--- config.mk ---
export PLATFORM = sky130hd
export DESIGN_NAME = cordic_issue_scheduler
export DESIGN_NICKNAME = d
export VERILOG_FILES = /design/src/rtl/cordic_issue_scheduler.sv
export SDC_FILE = /design/constraint.sdc
export NUM_CORES = 1
export LEC_CHECK = 0
export ABC_AREA = 1
export CAP_MARGIN = 20
export CORE_AREA = 2 2 268 270
export CTS_CLUSTER_DIAMETER = 120
export DETAILED_ROUTE_END_ITERATION = 7
export DIE_AREA = 0 0 270 272
export PLACE_DENSITY = 0.44
export SLEW_MARGIN = 20
export SYNTH_ARGS = -nofsm -noshare
export SYNTH_HDL_FRONTEND = slang
export SYNTH_SLANG_ARGS = --single-unit
export TNS_END_PERCENT = 5
--- constraint.sdc ---
create_clock -name clock -period 3.8 [get_ports clock]
set_input_delay 0.76 -clock clock [delete_from_list [all_inputs] [get_ports clock]]
set_output_delay 0.76 -clock clock [all_outputs]
set_load 0.1 [all_outputs]
--- src/rtl/cordic_issue_scheduler.sv ---
`default_nettype none
// ============================================================================
// Module      : cordic_issue_scheduler
// Description : Round-robin issue of NUM_REQ requesters into one shared,
//               fully pipelined CORDIC core, with mode-safe draining and
//               requester-tagged result return.
// Revision    : 1.0 - initial release
// ============================================================================
module cordic_issue_scheduler #(
    parameter int NUM_REQ = 4,
    parameter int LATENCY = 28,
    parameter int ID_W    = 2
) (
    input  logic                    clock,
    input  logic                    reset,
    input  logic [NUM_REQ-1:0]      req_valid,
    output logic [NUM_REQ-1:0]      req_ready,
    input  logic [32*NUM_REQ-1:0]   req_x,
    input  logic [32*NUM_REQ-1:0]   req_y,
    input  logic [32*NUM_REQ-1:0]   req_angle,
    input  logic [2*NUM_REQ-1:0]    req_mode,
    output logic [31:0]             core_x,
    output logic [31:0]             core_y,
    output logic [31:0]             core_angle,
    output logic [1:0]              core_mode,
    input  logic [31:0]             core_rx,
    input  logic [31:0]             core_ry,
    input  logic [31:0]             core_rangle,
    output logic                    rsp_valid,
    output logic [ID_W-1:0]         rsp_id,
    output logic [31:0]             rsp_x,
    output logic [31:0]             rsp_y,
    output logic [31:0]             rsp_angle,
    output logic                    busy
);

    localparam int PW = (NUM_REQ > 1) ? $clog2(NUM_REQ) : 1;
    localparam int CW = $clog2(LATENCY + 2);
    localparam logic [1:0] c_MODE_CIRC = 2'b10;

    typedef enum logic [1:0] {
        ST_IDLE  = 2'd0,
        ST_RUN   = 2'd1,
        ST_DRAIN = 2'd2
    } state_t;

    state_t             r_state;
    state_t             w_state_nxt;

    logic [PW-1:0]      r_ptr;
    logic [CW-1:0]      r_cnt;
    logic [LATENCY-1:0] r_tok_v;
    logic [ID_W-1:0]    r_tok_id [LATENCY];

    logic [31:0]        r_core_x;
    logic [31:0]        r_core_y;
    logic [31:0]        r_core_angle;
    logic [1:0]         r_core_mode;

    logic               r_rsp_valid;
    logic [ID_W-1:0]    r_rsp_id;
    logic [31:0]        r_rsp_x;
    logic [31:0]        r_rsp_y;
    logic [31:0]        r_rsp_angle;

    logic               w_found;
    logic [PW-1:0]      w_idx;
    int                 w_j;
    logic [1:0]         w_cand_mode;
    logic               w_grant;
    logic               w_accept;
    logic               w_exit;
    logic [ID_W-1:0]    w_exit_id;

    // Mode 01 is an alias of LINEAR; fold it before any comparison or load.
    function automatic logic [1:0] norm_mode(input logic [1:0] m);
        return (m == 2'b01) ? 2'b00 : m;
    endfunction

    // First valid requester after the pointer, wrapping around.
    always_comb begin
        w_found = 1'b0;
        w_idx   = '0;
        w_j     = 0;
        for (int k = 1; k <= NUM_REQ; k++) begin
            w_j = int'(r_ptr) + k;
            if (w_j >= NUM_REQ) begin
                w_j = w_j - NUM_REQ;
            end
            if (!w_found && req_valid[w_j]) begin
                w_found = 1'b1;
                w_idx   = PW'(w_j);
            end
        end
    end

    assign w_cand_mode = norm_mode(req_mode[2*w_idx +: 2]);

    always_ff @(posedge clock) begin
        if (reset) begin
            r_state <= ST_IDLE;
        end else begin
            r_state <= w_state_nxt;
        end
    end

    // A mode mismatch in RUN never skips ahead: the head candidate waits
    // for a full drain so no requester can be starved by others' modes.
    always_comb begin
        w_state_nxt = r_state;
        w_grant     = 1'b0;
        req_ready   = '0;
        case (r_state)
            ST_IDLE: begin
                if (w_found) begin
                    w_grant     = 1'b1;
                    w_state_nxt = ST_RUN;
                end
            end
            ST_RUN: begin
                if (w_found) begin
                    if (w_cand_mode == r_core_mode) begin
                        w_grant = 1'b1;
                    end else begin
                        w_state_nxt = ST_DRAIN;
                    end
                end else if (r_cnt == '0) begin
                    w_state_nxt = ST_IDLE;
                end
            end
            ST_DRAIN: begin
                if (r_cnt == '0) begin
                    w_state_nxt = ST_IDLE;
                end
            end
            default: begin
                w_state_nxt = ST_IDLE;
            end
        endcase
        if (w_grant) begin
            req_ready[w_idx] = 1'b1;
        end
    end

    assign w_accept  = w_grant;
    assign w_exit    = r_tok_v[LATENCY-1];
    assign w_exit_id = r_tok_id[LATENCY-1];

    always_ff @(posedge clock) begin
        if (reset) begin
            r_ptr        <= PW'(NUM_REQ - 1);
            r_cnt        <= '0;
            r_tok_v      <= '0;
            for (int i = 0; i < LATENCY; i++) begin
                r_tok_id[i] <= '0;
            end
            r_core_x     <= '0;
            r_core_y     <= '0;
            r_core_angle <= '0;
            r_core_mode  <= c_MODE_CIRC;
            r_rsp_valid  <= 1'b0;
            r_rsp_id     <= '0;
            r_rsp_x      <= '0;
            r_rsp_y      <= '0;
            r_rsp_angle  <= '0;
        end else begin
            if (w_accept) begin
                r_core_x     <= req_x[32*w_idx +: 32];
                r_core_y     <= req_y[32*w_idx +: 32];
                r_core_angle <= req_angle[32*w_idx +: 32];
                r_core_mode  <= w_cand_mode;
                r_ptr        <= w_idx;
            end

            // Token pipe mirrors the core latency so results can be tagged.
            r_tok_v[0]  <= w_accept;
            r_tok_id[0] <= w_accept ? ID_W'(w_idx) : '0;
            for (int i = 1; i < LATENCY; i++) begin
                r_tok_v[i]  <= r_tok_v[i-1];
                r_tok_id[i] <= r_tok_id[i-1];
            end

            if (w_accept && !w_exit) begin
                r_cnt <= r_cnt + CW'(1);
            end else if (!w_accept && w_exit) begin
                r_cnt <= r_cnt - CW'(1);
            end

            r_rsp_valid <= w_exit;
            if (w_exit) begin
                r_rsp_id    <= w_exit_id;
                r_rsp_x     <= core_rx;
                r_rsp_y     <= core_ry;
                r_rsp_angle <= core_rangle;
            end
        end
    end

    assign core_x     = r_core_x;
    assign core_y     = r_core_y;
    assign core_angle = r_core_angle;
    assign core_mode  = r_core_mode;
    assign rsp_valid  = r_rsp_valid;
    assign rsp_id     = r_rsp_id;
    assign rsp_x      = r_rsp_x;
    assign rsp_y      = r_rsp_y;
    assign rsp_angle  = r_rsp_angle;
    assign busy       = (r_cnt != '0);

endmodule
`default_nettype wire

==> results list <==
* Run status: finished clean
- The startpoint identified for the worst register-to-register timing path is r_ptr[0].
* I/O pin count: ~700
- After detailed routing, the number of vias per cell comes to 4.29.
- Fillers: 7454
- Clock-pin slew was measured on the worst setup and hold paths at 60 ps.
- Core utilization of the finished layout: 32.2%
- Clock tree synthesis found a total of 290 sinks.
* Hold Path Sink: r_tok_v[12]
- The number of max-slew violations in the final report is 0.
- Avg WL per Cell: 17.3 um
* Critical-path maximum fanout: 5
- At the worst endpoint, the required time is approximately 3000 ps.
- The number of global-route vias before repair was 15100.
- Share of power burned in registers: 16.5%
* Synthesized instance count: between 1500 and 2000
- Detailed placement ended at an HPWL of 44700 um.
- Setup violations remaining at the end of the flow were counted as 0.
- After synthesis, flip-flops and latches occupy 44.0% of the total area.
- Power density over the cells: around 1000 nW/um2
- Each instance of the synthesized netlist takes up on average 6.94 um2.
* Count of nets left with antenna violations after detail routing: 0
- With fillers left out, the area of the finished cells amounts to approximately 23000 um2.
* Instance area at placement: 21200 um2
* Post-CTS Hold Fix Bufs: 0
- In this run, the combinational gates consume 67.2% of the power.
* Post-route total power: about 23 mW
- For the worst-skew pair, the clock arrives at the later sink with an insertion delay of 560 ps.
* Final Hold Vio Count: 0
- Die extent in y: 272 um
- For this design the static power due to leakage is 9.20 nW.
- In this run, the number of DRC markers left after iteration 0 of detailed routing was 692.
- Entering global routing, the biggest net connects 165 pins.
- Net switching fraction of the power: 53.4%
* Synth cell types: 32
- In the final layout, the share of cells above drive strength 1 is 8.19%.
* Final period util: 97.3%
* Post-layout nets: about 3100
- Number of max-cap violations: 0
- Number of nets produced by synthesis: 2399
- Power spent charging and discharging nets: 12.3 mW
- Number of H-tree levels: 2
* First drt pass iteration count: 5
* Classification of the worst setup path: input pin to primary output
- The endpoint identified for the worst register-to-register timing path is r_cnt[4].
- The worst hold path begins at r_tok_v[11].
- The synthesized design contains 290 register bits.
* Max transition margin: 26.0%
- Overall global routing resource usage: 15.9%
* Clock period minus worst slack: 3700 ps
- Setup repair after global routing could not meet its margin everywhere.
- The tree is rooted in a clkbuf_16.
- Logic depth of the worst register-to-register path: 29
* Area enclosed by the die boundary: 73400 um2
- Highest clock frequency the design can meet: roughly 270 MHz
- The worst path meets setup with 102 ps of slack.
* Worst Setup End Kind: primary output
- For this configuration, the core starts out at a cell density of 18.6%.
- Routed Wire Length: 61100 um
- TritonCTS built the clock tree.
- The internal power of the cells totals 10.8 mW.
- Prior to clock tree synthesis, the placed netlist has a worst setup slack of -577 ps.
- The congestion estimate from routability-driven global placement came to ~0.91.
* CTS buffer count: 38
- Vias: 15200
- The path class of the tightest hold or removal check is flop to flop.
* Row cnt: 98
- Core Region: 70800 um2
* Arrival time at the worst endpoint: a little under 3000 ps
- For this run, design rule violations remaining after detail routing come to 0.
- Number of synthesis warnings: 0
- Type of element launching the critical path: input pin
* Worst Clk Skew: 23.0 ps
- IR analysis of the VDD net gives a maximum drop of 0.789 mV.
- After synthesis the cells add up to 13200 um2.
- The worst hold path was traced through 2 stages.
- Summed over all layers, the global routing overflow is 0.
- In this run the register-to-register setup slack is 300 ps.
- The clock network accounts for 16.3% of the total power.
* Antenna violations before repair: 2
- The area growth from synthesis to layout is 72.8%.
* Worst slew pin tran: around 1100 ps
- The first global-routing pass estimated 90600 um of wire.
- No sink is reached through more buffers than the 3 on the longest clock path.
- Width of the die: 270 um
- The count of buffers added on input and output ports is ~700.
stage by stage:
stage	TNS (ps)	std cells	hold WS, ps
3_5_place_dp	-6330	3456	391
5_1_grt	-84.8	3538	389
4_1_cts	0	3532	384
6_report	0	3539	392
2_1_floorplan	-886	1900	388
3_3_place_gp	-2250	3456	386
routing by layer:
layer  part of all wire (%)  GRT usage [%]  vias to the layer above
met5                  0.013              0                        -
met4                    4.1           6.73                        2
met3                    7.6           4.53                      115
met2                     50           28.1                      596
met1                     39           17.7                     7025
li1                       -              -                     7460
critical path: stages:
cell,delay [ps]
dlygate4sd2_1,280
nand2_1,110
nand2_2,80
nand2_2,80
nand2_4,60
inv_2,60
nand2_2,80
nor2_4,100
nand2_4,70
buf_4,140
nand3_1,70
nand2_1,70
nand2_1,70
nand2_2,70
nand2_2,80
nand2_2,60
nand2_4,100
a21oi_4,70
buf_12,140
nor3_4,150
buf_12,200
worst max path at each step:
| stage | start | end | slack, ps | cells past startpoint |
|---|---|---|---|---|
| finish | req_valid[0] | req_ready[3] | 100 | 21 |
| global placement | req_valid[2] | req_ready[1] | -450 | 20 |
| floorplan | req_valid[1] | req_ready[0] | -270 | 17 |
| global route | r_ptr[0] | req_ready[3] | -40 | 21 |
| detailed placement | req_valid[1] | req_ready[1] | -580 | 17 |
| CTS | r_ptr[0] | req_ready[1] | 10 | 18 |
sequential cells by signal, summed over array words and instances (netlist names), 5 cells and up:
signal      count
core_angle     32
core_x         32
core_y         32
r_cnt           5
r_tok_id       56
r_tok_v        28
rsp_angle      32
rsp_x          32
rsp_y          32
cell type report:
| class | instances | area (um2) | area share (%) |
|---|---|---|---|
| Clock buffer | 52 | 1070 | 4.71 |
| Inverter | 105 | 413 | 1.81 |
| Multi-Input combinational cell | 1360 | 6430 | 28.2 |
| Tap cell | 950 | 1190 | 5.22 |
| Clock inverter | 14 | 249 | 1.09 |
| Timing Repair Buffer | 766 | 7610 | 33.4 |
| Antenna cell | 2 | 5.00 | 0.0220 |
| Sequential cell | 290 | 5810 | 25.5 |
cells by family after synthesis:
family | share of synthesized area [%]
and+or+nand+nor | 37.6
DFF | 44.0
xor gates and xnor gates | 0.133
buffers and inverters | 8.67
adders and majority gates | 0.532
AOI/OAI and AO/OA | 9.01
Yosys cell counts, drive strengths merged:
library cell / count / area share [%]
nand4: 82 / 3.9
nand3b: 81 / 4.6
nor2: 410 / 12
ha: 4 / 0.38
o21ai: 106 / 4.0
a21o: 1 / 0.057
nand3: 99 / 3.8
nor3: 4 / 0.19
xor2: 1 / 0.066
dfxtp: 290 / 44
xnor2: 1 / 0.066
a211oi: 1 / 0.057
fa: 1 / 0.15
a221oi: 15 / 1.0
nand2: 451 / 13
buf: 49 / 2.9
a21oi: 102 / 3.9
nor3b: 1 / 0.095
clkbuf: 96 / 2.7
inv: 105 / 3.0
cell usage in the layout (no fill, tap or decap), types with 81 or more instances in the layout:
cell               n
nor2_1           402
nand3_1           97
clkdlybuf4s50_1  672
a21oi_1          101
nand4_1           82
dfxtp_1          287
inv_1             96
nand3b_1          81
nand2_1          415
o21ai_0          105
power by group through the flow:
stage / Combinational [mW] / Clock (mW) / Sequential, mW
final: 15.5 / 3.77 / 3.82
after global routing: 16.9 / 4.07 / 3.88
after CTS: 15.6 / 3.95 / 3.83
after detailed placement: 15.2 / 0 / 3.87
after global placement: 15.1 / 0 / 3.86
after floorplan: 7.43 / 0 / 6.58
timing repair:
item                                    in CTS  in global routing
pin swaps                                   18                 15
buffers inserted                            11                  5
hold endpoints to repair                     0                  0
gates resized for setup                     37                 18
endpoints found under the setup margin       4                  6
Power figures use the tool's default switching activity.
